--- src/rtl/wm8731_pkg.sv ---
// wm8731_pkg: shared constants, init words and FSM types for the WM8731 config sequencer
package wm8731_pkg;
    localparam logic [6:0] CODEC_ADDR_DEFAULT = 7'b0011010;
    localparam int N_INIT = 7;
    localparam logic [15:0] INIT_RESET    = 16'h1E00;
    localparam logic [15:0] INIT_ANALOG   = 16'h0815;
    localparam logic [15:0] INIT_DIGITAL  = 16'h0A00;
    localparam logic [15:0] INIT_POWER    = 16'h0C00;
    localparam logic [15:0] INIT_FORMAT   = 16'h0E42;
    localparam logic [15:0] INIT_SAMPLING = 16'h1019;
    localparam logic [15:0] INIT_ACTIVE   = 16'h1201;
    typedef enum logic [1:0] {IDLE, ISSUE, WAIT, GAP} seq_state_t;
    typedef enum logic {MODE_INIT, MODE_USER} seq_mode_t;
endpackage

--- src/rtl/wm8731_cmd_rom.sv ---
// wm8731_cmd_rom: combinational init-table lookup, index -> 16-bit codec word
module wm8731_cmd_rom
    import wm8731_pkg::*;
(
    input  logic [2:0]  i_idx,
    output logic [15:0] o_word
);
    always_comb begin
        case (i_idx)
            3'd0:    o_word = INIT_RESET;
            3'd1:    o_word = INIT_ANALOG;
            3'd2:    o_word = INIT_DIGITAL;
            3'd3:    o_word = INIT_POWER;
            3'd4:    o_word = INIT_FORMAT;
            3'd5:    o_word = INIT_SAMPLING;
            3'd6:    o_word = INIT_ACTIVE;
            default: o_word = '0;
        endcase
    end
endmodule

--- src/rtl/wm8731_config_seq.sv ---
// wm8731_config_seq: drives the I2C master through the codec init table, then serves runtime user writes
module wm8731_config_seq
    import wm8731_pkg::*;
#(
    parameter logic [6:0] CODEC_ADDR     = CODEC_ADDR_DEFAULT,
    parameter int         GAP_CYCLES     = 16,
    parameter int         TIMEOUT_CYCLES = 100000
) (
    input  logic        i_clk,
    input  logic        i_rst,
    input  logic        i_start,
    input  logic        i_user_req,
    input  logic [15:0] i_user_data,
    output logic        o_user_ack,
    output logic        o_i2c_start,
    output logic [6:0]  o_i2c_addr,
    output logic        o_i2c_rw,
    output logic [15:0] o_i2c_reg_data,
    input  logic        i_i2c_finished,
    output logic        o_busy,
    output logic        o_init_done,
    output logic        o_error
);
    localparam int GW = $clog2(GAP_CYCLES + 1);
    localparam int TW = $clog2(TIMEOUT_CYCLES + 1);

    seq_state_t  state_q, state_d;
    seq_mode_t   mode_q, mode_d;
    logic [2:0]  idx_q, idx_d;
    logic [15:0] word_q, word_d, rom_word;
    logic [GW-1:0] gap_q, gap_d;
    logic [TW-1:0] to_q, to_d;
    logic        done_q, done_d, err_q, err_d, ack_q, ack_d;
    logic        fin_q, fin_prev_q, rise;

    wm8731_cmd_rom u_rom (.i_idx(idx_d), .o_word(rom_word));

    // completion is a rising edge of the registered flag, so a level left high from a prior write is ignored
    assign rise = fin_q & ~fin_prev_q;

    always_comb begin
        state_d = state_q;
        mode_d  = mode_q;
        idx_d   = idx_q;
        done_d  = done_q;
        err_d   = err_q;
        ack_d   = 1'b0;
        gap_d   = state_q == GAP ? gap_q + GW'(1) : '0;
        to_d    = state_q == WAIT ? to_q + TW'(1) : '0;
        case (state_q)
            IDLE: begin
                if (i_start) begin
                    state_d = ISSUE;
                    mode_d  = MODE_INIT;
                    idx_d   = '0;
                    done_d  = 1'b0;
                    err_d   = 1'b0;
                end else if (i_user_req && done_q) begin
                    state_d = ISSUE;
                    mode_d  = MODE_USER;
                end
            end
            ISSUE: state_d = WAIT;
            WAIT: begin
                if (rise) begin
                    state_d = GAP;
                end else if (to_q == TW'(TIMEOUT_CYCLES)) begin
                    state_d = IDLE;
                    err_d   = 1'b1;
                    ack_d   = mode_q == MODE_USER;
                end
            end
            GAP: begin
                if (gap_q == GW'(GAP_CYCLES - 1)) begin
                    if (mode_q == MODE_USER) begin
                        state_d = IDLE;
                        ack_d   = 1'b1;
                    end else if (idx_q == 3'(N_INIT - 1)) begin
                        state_d = IDLE;
                        done_d  = 1'b1;
                    end else begin
                        state_d = ISSUE;
                        idx_d   = idx_q + 3'd1;
                    end
                end
            end
        endcase
        word_d = (state_d == ISSUE && state_q != ISSUE) ? (mode_d == MODE_USER ? i_user_data : rom_word) : word_q;
    end

    always_ff @(posedge i_clk or posedge i_rst) begin
        if (i_rst) begin
            state_q    <= IDLE;
            mode_q     <= MODE_INIT;
            idx_q      <= '0;
            word_q     <= '0;
            gap_q      <= '0;
            to_q       <= '0;
            done_q     <= 1'b0;
            err_q      <= 1'b0;
            ack_q      <= 1'b0;
            fin_q      <= 1'b0;
            fin_prev_q <= 1'b0;
        end else begin
            state_q    <= state_d;
            mode_q     <= mode_d;
            idx_q      <= idx_d;
            word_q     <= word_d;
            gap_q      <= gap_d;
            to_q       <= to_d;
            done_q     <= done_d;
            err_q      <= err_d;
            ack_q      <= ack_d;
            fin_q      <= i_i2c_finished;
            fin_prev_q <= fin_q;
        end
    end

    assign o_i2c_start    = state_q == ISSUE;
    assign o_i2c_addr     = CODEC_ADDR;
    assign o_i2c_rw       = 1'b0;
    assign o_i2c_reg_data = word_q;
    assign o_busy         = state_q != IDLE;
    assign o_init_done    = done_q;
    assign o_error        = err_q;
    assign o_user_ack     = ack_q;
endmodule

--- config.mk ---
export PLATFORM = sky130hd
export DESIGN_NAME = wm8731_config_seq
export DESIGN_NICKNAME = d
export VERILOG_FILES = /design/src/rtl/wm8731_pkg.sv /design/src/rtl/wm8731_cmd_rom.sv /design/src/rtl/wm8731_config_seq.sv
export SDC_FILE = /design/constraint.sdc
export NUM_CORES = 1
export LEC_CHECK = 0
export CAP_MARGIN = 0
export CORE_MARGIN = 3
export CORE_UTILIZATION = 53
export CTS_BUF_LIST = sky130_fd_sc_hd__clkbuf_8
export DETAILED_ROUTE_END_ITERATION = 6
export PLACE_DENSITY_LB_ADDON = 0.1
export SYNTH_ARGS = -nofsm -noshare
export SYNTH_HDL_FRONTEND = slang
export SYNTH_SLANG_ARGS = --single-unit
--- constraint.sdc ---
create_clock -name i_clk -period 3.1 [get_ports i_clk]
set_input_delay 0.62 -clock i_clk [delete_from_list [all_inputs] [get_ports i_clk]]
set_output_delay 0.62 -clock i_clk [all_outputs]
set_load 0.03 [all_outputs]
==> impl_metrics.toml <==
[clock_network]
post_cts_buffers = 0
clkTransAtPathRegs_ps = 90
cts_tree = "done"
h-tree-depth = 2
cts_buffer_depth = 2
cts_sinks = 49
numCtsBuffers = 5
cts_hold_buffers = 0
cts-root-buf = "clkbuf_8"
ctsResizeCount = 0
insertion_delay_ps = 300

[route]
highest_layer = "met4"
dr_wl_met3_um = 189
drtIter0Drc = 89
drc = 0
drtPass1Iterations = 4
ant_nets = 0
wirelength_um = 5240
wl_per_cell_um = 14.5
met1Wirelength_um = 2350
vias = 1968
route.met2.wl_um = 2610
drt-vias-per-instance = 5.45

[critical_path]
cp_data_arrival_time_ps = 2850
worstPathCellList = "ha_1, and3_1, ha_1, nor2b_2, a311oi_1, a21oi_1, o2111ai_2, buf_4, o21ai_0"
critPathCaptureType = "flip-flop"
slowest_delay_ps = 470
critPathSlowestCell = "o2111ai_2"
cp-startpoint = "gap_q[0]"
path_delay_family = "compound AO/OA/AOI/OAI gates"
critPathLaunchType = "flip-flop"
crit_path_max_fanout = 19
cp.buffers_inverters = 1
cpMostUsedCell = "ha_1"
critPathKind = "flip-flop to flip-flop"
required_ps = 3270
timing.rr.start = "gap_q[0]"

[grt]
grt_max_degree = 50
grt_pass1_wl_um = 8710
antenna_found_initial = 0
grt_pass1_vias = 1892
gr-total-overflow = 0
grtUsageTotal_pct = 20.0

[sta]
fmax_mhz = 374
slew_headroom_pct = 59.7
min_period_ps = 2670
tns_ps = 0
rsz0062_at_grt = "no"
hold_violations = 0
finalMaxSlewViolations = 0
fin_skew_ps = 6.55
worst_slack_ps = 427
setup_viol = 0
worst_slew_pin_slew_ps = 604
post-route-period-util_pct = 86.2

[run]
maxCapViolations = 0

[floorplan]
initial_utilization_pct = 56.5
die_w_um = 75.3
ioPinCount = 50
die_h_um = 75.3
rows = 24
core_area_mm2 = 0.00450
dieArea_mm2 = 0.00567

[logic_synthesis]
synth-seq-area-share_pct = 48.2
synthTopCellsByArea = "dfrtp_1 48%, ha_1 4.9%, nand2_1 4.3%"
synth_top_area_share_pct = 48.2
synth.largest_area_cell = "dfrtp_1"
syn-cell-area_mm2 = 0.00254
syn_area_per_cell_um2 = 9.60
ys_seq_elements = 49
synth_cell_types = 52
synthFlopType = "dfrtp_1"
synth_warnings = 0
synth_edf_count = 0
netlist_instances = 265
async_reset_ff_share_pct = 100

[finish]
layout-drive-gt1-share_pct = 6.15
fillers = 365
final_util_pct = 67.9
fin_cells = 361
nNetsFinal = 340
area_delta_synth_final_pct = 20.2
num_antenna_cells = 0

[power]
power.density_mw_per_mm2 = 558
ir_drop_mv = 0.479
p_leak_nw = 1.35

[place]
dp_slack_ps = 365
dp_hpwl_um = 3740
globalplace.congestion = 0.809
placedCellCount = 354
port_buffers = 41

[run_status]
status = "finished clean"

[hold_path]
hold_path.class = "flip-flop to flip-flop"
hp-start = "fin_q"
## power breakdown
group	switching (W)	internal (W)	leakage, nW
Clock	0.000201	0.000174	0.0485
Combinational	0.000384	0.000225	0.633
Sequential	0.0000370	0.000684	0.664
Total	0.000623	0.00108	1.35
## per-layer routing
layer | GRT usage, % | vias to the layer above
met3 | 4.09 | 11
met4 | 6.99 | 0
met2 | 32.0 | 40
met5 | 0 | -
li1 | - | 986
met1 | 27.2 | 931
## worst paths after layout
path	end	slack, ps	cells after the start
hold / removal	fin_prev_q	420	0
setup reg to reg	o_i2c_reg_data[6]	430	9
min in group asynchronous	to_q[5]	810	3
setup / recovery	o_i2c_reg_data[6]	430	9
max in group asynchronous	o_i2c_reg_data[0]	1890	3
hold reg to reg	fin_prev_q	420	0
## registers in the layout, indices dropped and copies added, names as in the netlist, 2 cells and up
signal and cells:
idx_q 3, o_i2c_reg_data 16, state_q 2, gap_q 5, to_q 17
## final cells by class
type                    instances  area, um^2  area share [%]
flip-flops and latches         49        1230            40.1
multi-input cells             192        1180            38.6
clock buffers                   6        82.6            2.70
repair buffers                 45         440            14.4
well taps                      52        65.1            2.13
clock inverters                 1        3.75           0.123
inverters                      16        60.1            1.96
## cells by family after synthesis
logic type / Yosys count / share of synthesized area [%]
AOI/OAI and AO/OA: 54 / 13.6
xor gates and xnor gates: 13 / 4.47
adders and majority gates: 10 / 4.92
buffers and inverters: 30 / 6.29
DFF: 49 / 48.2
muxes: 4 / 1.62
other: 2 / 0.295
and+or+nand+nor: 103 / 20.6
## cells in the mapped netlist (3+ instances only)
| cell type | instances |
|---|---|
| nor3_1 | 4 |
| a31oi_1 | 3 |
| xor2_1 | 7 |
| o21ai_0 | 17 |
| nand4_1 | 3 |
| ha_1 | 10 |
| nor2b_1 | 5 |
| dfrtp_1 | 49 |
| o31ai_1 | 3 |
| mux2i_1 | 3 |
| nand2_1 | 29 |
| nand3_1 | 8 |
| and3_1 | 5 |
| a21oi_1 | 13 |
| or3_1 | 4 |
| nor2_1 | 27 |
| xnor2_1 | 6 |
| inv_1 | 15 |
| and2_1 | 5 |
| buf_4 | 10 |
| o21ai_1 | 3 |
## layout by cell type (no fill, tap or decap), types with 3 or more instances in the layout
master           synthesis  routed
nand3_1                  8       8
a31oi_1                  3       3
conb_1                   2       8
a21oi_1                 13      13
o21ai_0                 17      17
or3_1                    4       4
o31ai_1                  3       3
clkdlybuf4s50_1          0      41
and3_1                   5       5
nor2_1                  27      27
xnor2_1                  6       6
and2_1                   5       5
dfrtp_1                 49      49
o21ai_1                  3       3
nand2_1                 29      29
nor3_1                   4       4
xor2_1                   7       7
nand4_1                  3       3
clkbuf_8                 0       6
ha_1                    10      10
nor2b_1                  5       5
inv_1                   15      15
mux2i_1                  3       3
buf_4                   10       4
## metrics by stage
step | total power, W | instance area, um^2 | hold WS, ps
3_3_place_gp | 0.00133 | 2970 | 378
4_1_cts | 0.00172 | 3060 | 414
2_1_floorplan | 0.00119 | 2570 | 368
6_report | 0.00171 | 3060 | 417
3_5_place_dp | 0.00135 | 2970 | 400
5_1_grt | 0.00181 | 3060 | 435
Note: power is estimated with default switching activity, not from simulation.
